--- config.mk ---
export PLATFORM = sky130hd
export DESIGN_NAME = pe_mac_fp8_v2
export DESIGN_NICKNAME = d
export VERILOG_FILES = /design/src/rtl/pe_mac_fp8_v2.sv
export SDC_FILE = /design/constraint.sdc
export NUM_CORES = 1
export LEC_CHECK = 0
export CORE_UTILIZATION = 30
export DETAILED_ROUTE_END_ITERATION = 8
export GPL_TIMING_DRIVEN = 1
export PLACE_DENSITY_LB_ADDON = 0.12
export SYNTH_ARGS = -nofsm -noshare
export SYNTH_HDL_FRONTEND = slang
export SYNTH_SLANG_ARGS = --single-unit
--- constraint.sdc ---
create_clock -name clk -period 18.68 [get_ports clk]
set_input_delay 3.736 -clock clk [delete_from_list [all_inputs] [get_ports clk]]
set_output_delay 3.736 -clock clk [all_outputs]
set_load 0.01 [all_outputs]
--- src/rtl/pe_mac_fp8_v2.sv ---
// Systolic PE: FP8 (E4M3/E5M2) x FP8 multiply into a saturating signed fixed-point
// accumulator, with operand forwarding, sticky flags, a MAC counter and a BF16 view of C.
module pe_mac_fp8_v2 #(
  parameter int ACC_W     = 24,
  parameter int FRAC_BITS = 10,
  parameter int CNT_W     = 8
) (
  input  logic             clk,
  input  logic             rst_n,
  input  logic             clear,
  input  logic             in_valid,
  input  logic             fmt,
  input  logic [7:0]       a_in,
  input  logic [7:0]       b_in,
  output logic [7:0]       a_out,
  output logic [7:0]       b_out,
  output logic             out_valid,
  output logic [15:0]      c_out,
  output logic             c_valid,
  output logic [CNT_W-1:0] mac_cnt,
  output logic             nan_flag,
  output logic             ovf_flag
);

  localparam int MAG_W = ACC_W + 8;
  localparam logic [ACC_W-1:0] MAXV  = {1'b0, {(ACC_W-1){1'b1}}};
  localparam logic [ACC_W-1:0] NMAXV = {1'b1, {(ACC_W-2){1'b0}}, 1'b1};
  localparam logic signed [ACC_W:0] SMAX = $signed({2'b00, {(ACC_W-1){1'b1}}});

  typedef struct packed {
    logic              special;
    logic              sign;
    logic signed [6:0] exp;
    logic [3:0]        sig;
  } fp_dec_t;

  function automatic fp_dec_t decode(input logic [7:0] x, input logic f);
    fp_dec_t d;
    d.sign = x[7];
    if (!f) begin
      d.special = (x[6:0] == 7'h7F);
      d.sig     = {(x[6:3] != 4'd0), x[2:0]};
      d.exp     = (x[6:3] == 4'd0) ? -7'sd6 : $signed({3'b000, x[6:3]}) - 7'sd7;
    end else begin
      // E5M2 mantissa is left-justified so both formats share a 1.3 significand
      d.special = (x[6:2] == 5'h1F);
      d.sig     = {(x[6:2] != 5'd0), x[1:0], 1'b0};
      d.exp     = (x[6:2] == 5'd0) ? -7'sd14 : $signed({2'b00, x[6:2]}) - 7'sd15;
    end
    return d;
  endfunction

  // Returns {clamped, magnitude}; product has 6 fraction bits, truncates toward zero.
  function automatic logic [ACC_W:0] align_sat(input logic [7:0] prod, input logic signed [6:0] e);
    int             sh;
    logic [MAG_W-1:0] wide;
    logic           ovf;
    sh   = int'(e) + FRAC_BITS - 6;
    wide = '0;
    ovf  = 1'b0;
    if (sh >= ACC_W)   ovf  = (prod != 8'd0);
    else if (sh >= 0)  wide = MAG_W'(prod) << sh;
    else if (sh > -8)  wide = MAG_W'(prod) >> (-sh);
    if (wide > MAG_W'(MAXV)) ovf = 1'b1;
    if (ovf) return {1'b1, MAXV};
    return {1'b0, wide[ACC_W-1:0]};
  endfunction

  function automatic logic [ACC_W:0] acc_add(input logic signed [ACC_W-1:0] acc,
                                             input logic [ACC_W-1:0] mag, input logic neg);
    logic signed [ACC_W:0] s;
    logic signed [ACC_W:0] m;
    m = $signed({1'b0, mag});
    s = neg ? ($signed({acc[ACC_W-1], acc}) - m) : ($signed({acc[ACC_W-1], acc}) + m);
    if (s > SMAX)  return {1'b1, MAXV};
    if (s < -SMAX) return {1'b1, NMAXV};
    return {1'b0, s[ACC_W-1:0]};
  endfunction

  function automatic logic [15:0] to_bf16(input logic signed [ACC_W-1:0] a, input logic nan);
    logic [ACC_W-1:0] mag;
    logic [ACC_W-1:0] norm;
    int               p;
    if (nan)      return 16'h7FC0;
    if (a == '0)  return 16'h0000;
    mag = a[ACC_W-1] ? (~a + 1'b1) : a;
    p   = 0;
    for (int i = 0; i < ACC_W; i++) if (mag[i]) p = i;
    norm = mag << (ACC_W - 1 - p);
    return {a[ACC_W-1], 8'(p - FRAC_BITS + 127), norm[ACC_W-2 -: 7]};
  endfunction

  logic [7:0]              a_out_q, a_out_d, b_out_q, b_out_d;
  logic                    out_valid_q, out_valid_d;
  logic                    vld_p1_q, vld_p1_d, sign_p1_q, sign_p1_d, spec_p1_q, spec_p1_d;
  logic [7:0]              prod_p1_q, prod_p1_d;
  logic signed [6:0]       exp_p1_q, exp_p1_d;
  logic signed [ACC_W-1:0] acc_p2_q, acc_p2_d;
  logic [CNT_W-1:0]        cnt_q, cnt_d;
  logic                    nan_q, nan_d, ovf_q, ovf_d, c_valid_q, c_valid_d;
  logic [15:0]             c_out_q, c_out_d;

  always_comb begin
    fp_dec_t         da;
    fp_dec_t         db;
    logic [ACC_W:0]  al;
    logic [ACC_W:0]  ad;
    da = decode(a_in, fmt);
    db = decode(b_in, fmt);
    al = '0;
    ad = '0;

    a_out_d     = a_in;
    b_out_d     = b_in;
    out_valid_d = in_valid;

    // Stage 1: significand product and exponent sum
    vld_p1_d  = in_valid;
    sign_p1_d = da.sign ^ db.sign;
    spec_p1_d = da.special | db.special;
    prod_p1_d = {4'b0, da.sig} * {4'b0, db.sig};
    exp_p1_d  = da.exp + db.exp;

    // Stage 2: align, saturate, accumulate; clear also drops the product in stage 1
    acc_p2_d  = acc_p2_q;
    cnt_d     = cnt_q;
    nan_d     = nan_q;
    ovf_d     = ovf_q;
    c_valid_d = c_valid_q;
    if (clear) begin
      acc_p2_d  = '0;
      cnt_d     = '0;
      nan_d     = 1'b0;
      ovf_d     = 1'b0;
      c_valid_d = 1'b0;
    end else if (vld_p1_q) begin
      if (spec_p1_q) begin
        nan_d = 1'b1;
      end else begin
        al        = align_sat(prod_p1_q, exp_p1_q);
        ad        = acc_add(acc_p2_q, al[ACC_W-1:0], sign_p1_q);
        acc_p2_d  = ad[ACC_W-1:0];
        ovf_d     = ovf_q | al[ACC_W] | ad[ACC_W];
        cnt_d     = (cnt_q == {CNT_W{1'b1}}) ? cnt_q : cnt_q + 1'b1;
        c_valid_d = 1'b1;
      end
    end

    // Output stage
    c_out_d = to_bf16(acc_p2_q, nan_q);
  end

  always_ff @(posedge clk or negedge rst_n) begin
    if (!rst_n) begin
      a_out_q     <= '0;
      b_out_q     <= '0;
      out_valid_q <= 1'b0;
      vld_p1_q    <= 1'b0;
      sign_p1_q   <= 1'b0;
      spec_p1_q   <= 1'b0;
      prod_p1_q   <= '0;
      exp_p1_q    <= '0;
      acc_p2_q    <= '0;
      cnt_q       <= '0;
      nan_q       <= 1'b0;
      ovf_q       <= 1'b0;
      c_valid_q   <= 1'b0;
      c_out_q     <= '0;
    end else begin
      a_out_q     <= a_out_d;
      b_out_q     <= b_out_d;
      out_valid_q <= out_valid_d;
      vld_p1_q    <= vld_p1_d;
      sign_p1_q   <= sign_p1_d;
      spec_p1_q   <= spec_p1_d;
      prod_p1_q   <= prod_p1_d;
      exp_p1_q    <= exp_p1_d;
      acc_p2_q    <= acc_p2_d;
      cnt_q       <= cnt_d;
      nan_q       <= nan_d;
      ovf_q       <= ovf_d;
      c_valid_q   <= c_valid_d;
      c_out_q     <= c_out_d;
    end
  end

  assign a_out     = a_out_q;
  assign b_out     = b_out_q;
  assign out_valid = out_valid_q;
  assign c_out     = c_out_q;
  assign c_valid   = c_valid_q;
  assign mac_cnt   = cnt_q;
  assign nan_flag  = nan_q;
  assign ovf_flag  = ovf_q;

endmodule

==> results of run 1 <==
[power groups by stage]
stage	Clock, W	Combinational, W	Sequential (W)
finish	0.000176	0.00209	0.000323
floorplan	0	0.00164	0.000270
CTS	0.000182	0.00208	0.000324
global placement	0	0.00208	0.000328
global route	0.000190	0.00230	0.000332
detailed placement	0	0.00207	0.000327
[layout by cell type, fill, tap and decap left out, types with 11 or more instances in the layout]
| cell type | count |
|---|---|
| o21ai_0 | 63 |
| nor2b_1 | 16 |
| and2_1 | 15 |
| nor3_1 | 42 |
| clkdlybuf4s50_1 | 63 |
| or3_1 | 11 |
| o22ai_1 | 12 |
| a211oi_1 | 14 |
| nand2_1 | 110 |
| nand4b_1 | 11 |
| dfrtp_1 | 85 |
| mux2_2 | 15 |
| nand4_1 | 15 |
| xor2_1 | 38 |
| nor4_1 | 21 |
| nand2b_1 | 20 |
| nor2_1 | 126 |
| xnor2_1 | 49 |
| a221o_1 | 17 |
| a21oi_1 | 83 |
| a31oi_1 | 16 |
| o31ai_1 | 17 |
| buf_4 | 17 |
| a21o_1 | 22 |
| inv_1 | 53 |
| nand3_1 | 29 |
| o211ai_1 | 11 |
| a22oi_1 | 11 |
| ha_1 | 70 |
| mux2i_1 | 45 |
| and3_1 | 11 |
[stage by stage]
stage	power [W]	hold slack (ps)	utilization	worst slack [ps]	std cells
global placement	0.00241	499	0.329	9710	1797
global route	0.00282	568	0.337	8290	1813
floorplan	0.00191	497	-	11070	1348
finish	0.00259	519	0.337	9250	1813
CTS	0.00258	533	0.337	9330	1813
detailed placement	0.00240	517	0.329	9390	1797
[registers in the layout, indices dropped and copies added (netlist names)]
| signal | count |
|---|---|
| acc_p2_q | 24 |
| c_out | 16 |
| a_out | 8 |
| b_out | 8 |
| mac_cnt | 8 |
| prod_p1_q | 8 |
| exp_p1_q | 7 |
| c_valid | 1 |
| nan_flag | 1 |
| ovf_flag | 1 |
| sign_p1_q | 1 |
| spec_p1_q | 1 |
| vld_p1_q | 1 |
[cell families after synthesis]
| group | Yosys count | synth area share |
|---|---|---|
| XOR/XNOR | 88 | 0.0728 |
| AND/OR/NAND/NOR | 499 | 0.245 |
| adder cells (fa/ha/maj) | 76 | 0.0924 |
| flip-flops | 85 | 0.197 |
| AO/OA/AOI/OAI | 385 | 0.261 |
| multiplexers | 67 | 0.0721 |
| buffers and inverters | 148 | 0.0601 |
[final cells by class]
class | count | area share
clock buffers | 11 | 0.0203
clock inverters | 5 | 0.00345
inverters | 56 | 0.0176
multi-input cells | 1115 | 0.670
flip-flops and latches | 85 | 0.178
well taps | 461 | 0.0482
repair buffers | 80 | 0.0633
[worst reg2reg max path: cells and delay by family, from the launching register on]
family                     cells  cell delay, ps
xor gates and xnor gates       2             380
adders and majority gates      4            1700
and+or+nand+nor               17            4780
DFF                            1             360
buffers and inverters          1             240
AOI/OAI and AO/OA              7            1890
[worst paths after layout]
check,from,end,slack [ps],cells after the start
max,exp_p1_q[2],acc_p2_q[4],9250,31
min reg2reg,c_valid,c_valid,520,2
max in group asynchronous,rst_n,c_out[5],14260,2
min,c_valid,c_valid,520,2
max reg2reg,exp_p1_q[2],acc_p2_q[4],9250,31
min in group asynchronous,rst_n,acc_p2_q[4],3200,1
[per-layer routing]
layer / global-route usage / routed length [um]
met1: 0.257 / 16100
met2: 0.290 / 15400
met3: 0.0224 / 1110
met4: 0.0559 / 806
met5: 0 / 0
==> summary.txt, run 1 <==
Hold path
  • Hold/Removal Path Class: reg -> reg

Global routing
  • GR Overflow Total: 0
  • Largest net degree at the start of global routing: 77
  • First-pass GRT wire length: ~53000 um
  • Vias in the first global route: 9480
  • Tot GR Track Use: 0.183
  • Initial antenna violation count: 0

Floorplan
  • Die Span X: ~190 um
  • FP Rows: 69
  • Die area: ~37000 um2
  • Core ar.: ~35000 um2
  • Die Ht: around 190 um
  • Boundary Pins: between 60 and 70
  • Initial core utilization: 0.304

Yosys
  • Post-synthesis average cell area: between 7 and 8 um2
  • Post-synth top area share: 0.197
  • Prevailing post-synth register cell: dfrtp_1
  • Largest cells by area after synthesis: dfrtp_1, ha_1, nor2_1
  • #FFs+latches synth: 85
  • Ys async rst share: 1.00
  • Synth cell types: around 110
  • Post-synthesis cell area: approximately 11000 um2
  • Synth cell count leaders: nor2_1, nand2_1, dfrtp_1
  • Count leader, synth: nor2_1
  • Yosys top cell by area: dfrtp_1
  • Synth Warn #: 0
  • Post-synth net total: between 1000 and 1500
  • Post-synthesis sequential area ratio: 0.197
  • Gate Count Post-Synth: approximately 1300
  • EDFF count, synth: 0

Power and ir drop
  • Clock network power share: 0.068
  • Leakage power: 4.89 nW
  • Int Pwr: between 0.001 and 0.0015 W
  • Comb power frac: 0.808
  • Psw: ~0.0014 W
  • Peak supply drop: ~0.12 mV
  • Pwr/cell area: 216 nW/um2
  • Sequential power share: 0.125
  • Net Sw Frac: 0.553

Critical path
  • CP Capture Type: flop
  • Worst Path Max Fanout: 35
  • Crit-path slowest cell: nor4bb_1
  • Worst Path Buf+Inv: 1
  • Most frequent CP cell: ha_1
  • Critical path class: reg -> reg
  • Required @ worst endpoint: roughly 19000 ps
  • Crit-path leading delay family: simple AND/OR/NAND/NOR gates
  • Startpoint types: flop
  • Crit path largest cell delay: 1000 ps
  • Worst path arrival time: roughly 9700 ps

Timing
  • Achievable Freq: 106 MHz
  • Fin crit share: 0.505
  • Tightest Pin Transition: 1080 ps
  • Slew Limit Fails: 0
  • Total Negative Setup Slacks: 0 ps
  • Setup violators final: 0
  • Final Hold Viols: 0
  • Post-route minimum period: approximately 9400 ps
  • Slew HR: 0.272
  • RSZ-0062 raised after global routing: no
  • Layout Skew: ~13 ps

Clock tree
  • Postcts setup bufs: 0
  • Num CTS Buffers: 9
  • Worst skew pair latency: approximately 350 ps
  • Max H-tree Level: 3
  • Resized Gates After CTS: 0
  • Clock sinks: between 80 and 90
  • Clock transition at path regs: approximately 70 ps
  • CTS root buffer: clkbuf_16
  • Max clock buf depth: 2
  • CTS tree: built
  • Post-CTS Hold Fix Bufs: 0

Route
  • Vias per inst: between 5 and 6
  • Post-route DRC: 0
  • Routed via count: about 10000
  • Post-route ant nets: 0
  • 1st-iter DRT viols: 642
  • Initial DRT Pass Iterations: 5
  • Final wirelength: about 33000 um
  • Avg WL per Cell: around 18 um

Status
  • Outcome: complete, no violations

Finish
  • Multi-input gate area: about 8000 um2
  • Total area of sequential cells: 2130 um2
  • Layout cell share with drive strength beyond 1: 0.0806
  • Number of antenna repair diodes: 0
  • Synth-to-layout area growth: 11.1%
  • Fill count: 3778
  • Nets: approximately 1400
  • Final Cell Area: 12000 um2

Placement
  • Routability cong.: ~0.9
  • IO Port Bufs: 64
  • Hpwl dp: 25900 um
  • Placed cell area: 11700 um2

Job
  • # Max-Cap Violations: 0
Note: power is estimated with default switching activity, not from simulation.
==> run 2: changes to the inputs <==
==> constraint.sdc (replaced) <==
create_clock -name clk -period 9.45 [get_ports clk]
set_input_delay 1.89 -clock clk [delete_from_list [all_inputs] [get_ports clk]]
set_output_delay 1.89 -clock clk [all_outputs]
set_load 0.01 [all_outputs]
==> summary.txt, run 2 (synthesis results as in run 1) <==
Status
  • Outcome: complete, no violations

Critical path
  • CP Capture Type: flop
  • Startpoint types: flop
  • Worst reg2reg setup slack: between 900 and 1000 ps
  • Required @ worst endpoint: slightly below 10000 ps
  • Worst Path Max Fanout: 21
  • Worst flop-to-flop path startpoint: exp_p1_q[3]
  • R2R depth: 35
  • Critical path class: reg -> reg
  • Worst path arrival time: approximately 8700 ps
  • Crit Reg-Reg Endpoint: acc_p2_q[5]
  • Crit path largest cell delay: 520 ps
  • Crit-path slowest cell: dfrtp_1

Floorplan
  • Core ar.: 35500 um2
  • Die Ht: 192 um
  • FP Rows: between 60 and 70
  • Initial core utilization: 0.304
  • Die Span X: between 150 and 200 um
  • Die area: around 37000 um2
  • Boundary Pins: 65

Route
  • Routed via count: a little over 10000
  • Post-route ant nets: 0
  • Vias per inst: approximately 5.6
  • Max layer used: met4
  • DRT met1 WL: 15600 um
  • Met2 WL: between 15000 and 20000 um
  • Initial DRT Pass Iterations: 5
  • Final wirelength: 33100 um
  • 1st-iter DRT viols: slightly above 700
  • Avg WL per Cell: 18.2 um
  • DR WL met3: around 1200 um
  • Post-route DRC: 0

Finish
  • Most common cell after layout, fill and taps aside: nor2_1
  • Total area of sequential cells: around 2100 um2
  • Multi-input gate area: approximately 8000 um2
  • Commonest cells after routing, fill and taps aside: nor2_1, nand2_1, dfrtp_1
  • Layout cell share with drive strength beyond 1: 0.0868
  • Fill count: roughly 3700
  • Largest reg by FF count: acc_p2_q
  • Number of antenna repair diodes: 0
  • Synth-to-layout area growth: 11.7%
  • Nets: 1451
  • Largest register FFs: 24

Power and ir drop
  • Leakage power: 4.92 nW
  • Peak supply drop: around 0.21 mV
  • Pwr/cell area: 423 nW/um2

Placement
  • IO Port Bufs: between 60 and 70
  • Hpwl dp: around 26000 um
  • Routability cong.: 0.882

Timing
  • Total Negative Setup Slacks: 0 ps
  • Setup violators final: 0
  • Achievable Freq: around 120 MHz
  • Fin crit share: 0.895
  • Slew Limit Fails: 0
  • Final Hold Viols: 0
  • Hold slack: 497 ps
  • Slew HR: 0.368
  • Post-route minimum period: 8460 ps
  • Tightest Pin Transition: about 950 ps
  • RSZ-0062 raised after global routing: no
  • Layout Skew: approximately 13 ps

Hold path
  • Hold/Removal Path Class: reg -> reg
  • WHS Path Cells: 2
  • Hold path startpoint: c_valid
  • WHS Endpoint: c_valid

Clock tree
  • CTS tree: built
  • Post-CTS Hold Fix Bufs: 0
  • Num CTS Buffers: 9
  • Max H-tree Level: 3
  • Clock sinks: 85
  • Clock transition at path regs: around 70 ps
  • Worst skew pair latency: around 350 ps
  • CTS root buffer: clkbuf_16
  • Max clock buf depth: 2

Global routing
  • First-pass GRT wire length: between 50000 and 60000 um
  • Vias in the first global route: 9767
  • Largest net degree at the start of global routing: between 70 and 80
  • Initial antenna violation count: 0
  • Tot GR Track Use: 0.183
  • GR Overflow Total: 0

Job
  • # Max-Cap Violations: 0
-- run 2: changes by cell type in the layout (fill, tap and decap cells not counted), sizes merged --
cell,previous run,this run
buf,17,24
clkbuf,11,12
inv,58,55
clkinv,2,3
clkinvlp,1,2
-- run 2: area by class of cell --
class                           instances  share of cell area
Tap cell                              461              0.0479
Clock inverter                          4             0.00270
Timing Repair Buffer                   87              0.0673
Inverter                               56              0.0175
Multi-Input combinational cell       1115               0.667
Clock buffer                           12              0.0213
Sequential cell                        85               0.177
-- run 2: how the worst max path moves through the flow --
stage,cells past startpoint,to,from
6_report,35,acc_p2_q[5],exp_p1_q[3]
4_1_cts,32,acc_p2_q[5],exp_p1_q[3]
3_5_place_dp,32,acc_p2_q[5],exp_p1_q[3]
2_1_floorplan,36,acc_p2_q[22],exp_p1_q[2]
5_1_grt,35,acc_p2_q[22],exp_p1_q[3]
3_3_place_gp,32,acc_p2_q[2],exp_p1_q[3]
-- run 2: critical path, delay by kind of cell, from the launching register on --
family,cells,cell delay [ps]
flip-flops,1,520
adder cells (fa/ha/maj),4,1270
multiplexers,1,290
buffers and inverters,1,220
AO/OA/AOI/OAI,9,2530
AND/OR/NAND/NOR,20,3480
-- run 2: per-stage QoR --
| stage | util | area [um2] | power, W | setup slack [ps] | cells |
|---|---|---|---|---|---|
| 2_1_floorplan | - | 10800 | 0.00377 | 1840 | 1348 |
| 3_3_place_gp | 0.331 | 11700 | 0.00477 | 845 | 1804 |
| 3_5_place_dp | 0.331 | 11700 | 0.00473 | 582 | 1804 |
| 4_1_cts | 0.339 | 12000 | 0.00510 | 545 | 1820 |
| 5_1_grt | 0.339 | 12000 | 0.00561 | 73.8 | 1820 |
| 6_report | 0.339 | 12000 | 0.00510 | 991 | 1820 |
-- run 2: timing repair --
item	4_1_cts	5_1_grt
setup buffers	0	0
endpoints found under the hold margin	0	0
gates resized for setup	0	3
setup endpoints to repair	0	24
-- run 2: power breakdown --
group | switching (W) | internal [W] | total, W | leakage (nW)
registers | 0.000194 | 0.000458 | 0.000652 | 1.07
logic | 0.00244 | 0.00165 | 0.00410 | 3.72
clock network | 0.000153 | 0.000194 | 0.000347 | 0.135
total | 0.00279 | 0.00230 | 0.00510 | 4.92
-- run 2: layer usage --
| metal | GRT usage | vias up |
|---|---|---|
| li1 | - | 5060 |
| met1 | 0.244 | 4935 |
| met2 | 0.303 | 230 |
| met3 | 0.0266 | 52 |
| met4 | 0.0549 | 0 |
| met5 | 0 | - |
==> run 3: changes to the inputs <==
==> constraint.sdc (replaced) <==
create_clock -name clk -period 8.9 [get_ports clk]
set_input_delay 1.78 -clock clk [delete_from_list [all_inputs] [get_ports clk]]
set_output_delay 1.78 -clock clk [all_outputs]
set_load 0.01 [all_outputs]
==> summary.txt, run 3 (synthesis results as in run 1) <==
Critical path
  • CP Capture Type: flop
  • Crit-path leading delay family: simple AND/OR/NAND/NOR gates
  • Required @ worst endpoint: a little over 9000 ps
  • Worst path arrival time: 8440 ps
  • Crit-path slowest cell: a22o_2
  • Startpoint types: flop
  • Crit path largest cell delay: approximately 410 ps
  • Critical path class: reg -> reg
  • Worst Path Max Fanout: 21
  • Worst Path Buf+Inv: 1

Route
  • Post-route DRC: 0
  • Final wirelength: approximately 34000 um
  • Routed via count: ~10000
  • 1st-iter DRT viols: approximately 640
  • Post-route ant nets: 0
  • Avg WL per Cell: 18.3 um
  • Vias per inst: 5.62
  • Initial DRT Pass Iterations: 5

Clock tree
  • Clock sinks: 85
  • Post-CTS Hold Fix Bufs: 0
  • CTS root buffer: clkbuf_16
  • Worst skew pair latency: between 300 and 400 ps
  • Clock transition at path regs: approximately 70 ps
  • Max clock buf depth: 2
  • CTS tree: built
  • Max H-tree Level: 3
  • Num CTS Buffers: 9

Floorplan
  • FP Rows: about 70
  • Die Ht: around 190 um
  • Boundary Pins: 65
  • Initial core utilization: 0.304
  • Core ar.: between 30000 and 40000 um2
  • Die area: ~37000 um2
  • Die Span X: approximately 190 um

Timing
  • Tightest Pin Transition: between 900 and 1000 ps
  • Setup violators final: 0
  • Achievable Freq: 122 MHz
  • Slew Limit Fails: 0
  • Post-route minimum period: just over 8000 ps
  • Final Hold Viols: 0
  • RSZ-0062 raised after global routing: no
  • Slew HR: 0.380
  • Fin crit share: 0.922
  • Layout Skew: around 7.5 ps
  • Total Negative Setup Slacks: 0 ps

Finish
  • Nets: 1458
  • Fill count: approximately 3800
  • Most common cell after layout, fill and taps aside: nor2_1
  • Commonest cells after routing, fill and taps aside: nor2_1, nand2_1, dfrtp_1
  • Largest register FFs: 24
  • Layout cell share with drive strength beyond 1: 0.0915
  • Post-Layout Cell Count: about 1800
  • Synth-to-layout area growth: 12.3%
  • Largest reg by FF count: acc_p2_q
  • Number of antenna repair diodes: 0

Global routing
  • GR Overflow Total: 0
  • Tot GR Track Use: 0.183
  • Vias in the first global route: 9517
  • Largest net degree at the start of global routing: just over 70
  • First-pass GRT wire length: approximately 53000 um
  • Initial antenna violation count: 0

Placement
  • IO Port Bufs: 64
  • Inst Count DP: 1810
  • Hpwl dp: 26100 um
  • Routability cong.: 0.874

Power and ir drop
  • Peak supply drop: ~0.25 mV
  • Total power: approximately 0.0055 W
  • Pwr/cell area: 452 nW/um2
  • Leakage power: between 4 and 5 nW

Status
  • Outcome: complete, no violations

Job
  • # Max-Cap Violations: 0

Hold path
  • Hold/Removal Path Class: reg -> reg
==> run 3: changes by cell type in the layout (fill, tap and decap cells not counted), sizes merged <==
cell	delta
buf	+7
inv	+3
clkbuf	-2
clkinvlp	-2
clkinv	+1
==> run 3: final timing paths <==
| kind | from | end | cells after the start | slack [ps] |
|---|---|---|---|---|
| worst max-delay path | exp_p1_q[2] | acc_p2_q[21] | 35 | 700 |
| worst min-delay path | c_valid | c_valid | 2 | 510 |
| worst min register to register | c_valid | c_valid | 2 | 510 |
| max in group asynchronous | rst_n | c_out[3] | 2 | 6460 |
| min in group asynchronous | rst_n | acc_p2_q[3] | 1 | 1280 |
| worst max register to register | exp_p1_q[2] | acc_p2_q[21] | 35 | 700 |
==> run 3: area by class of cell <==
| type | instances | area [um2] | share of cell area |
|---|---|---|---|
| clock inverter | 6 | 53.8 | 0.00444 |
| inverter | 56 | 210 | 0.0174 |
| tap | 461 | 577 | 0.0476 |
| clock buffer | 10 | 239 | 0.0197 |
| timing repair buffer | 94 | 876 | 0.0723 |
| multi-input combinational | 1115 | 8030 | 0.663 |
| sequential | 85 | 2130 | 0.176 |
==> run 3: worst reg2reg max path, delay by kind of cell, from the launching register on <==
family,cells,cell delay [ps]
AOI/OAI and AO/OA,11,2670
xor gates and xnor gates,1,410
adders and majority gates,4,1140
and+or+nand+nor,18,3220
DFF,1,390
buffers and inverters,1,240
==> run 3: layer usage <==
metal,global-route usage,up-vias,routed length (um)
met5,0,-,0
met4,0.0357,0,365
met3,0.0266,24,1380
met2,0.306,230,16100
met1,0.249,4945,15700
li1,-,5065,-
==> run 3: report_power, final <==
part	switching (W)	total (W)	internal [W]	leakage (nW)
sequential	0.000182	0.000668	0.000487	1.07
clock	0.000175	0.000377	0.000202	0.147
combinational	0.00265	0.00442	0.00177	3.76
total	0.00300	0.00547	0.00246	4.98
==> run 3: through the flow <==
| step | hold slack, ps | instance area (um2) | utilization | setup slack (ps) |
|---|---|---|---|---|
| after floorplan | 497 | 10800 | - | 1290 |
| after global placement | 484 | 11800 | 0.332 | 566 |
| after detailed placement | 499 | 11800 | 0.332 | 299 |
| after CTS | 517 | 12100 | 0.340 | 277 |
| after global routing | 603 | 12100 | 0.341 | 79.1 |
| final | 511 | 12100 | 0.341 | 695 |
==> run 3: what timing repair did <==
item / CTS / global route
endpoints found under the hold margin: 0 / 0
setup endpoints to repair: 0 / 17
resized for setup: 0 / 2
setup buffers: 0 / 1
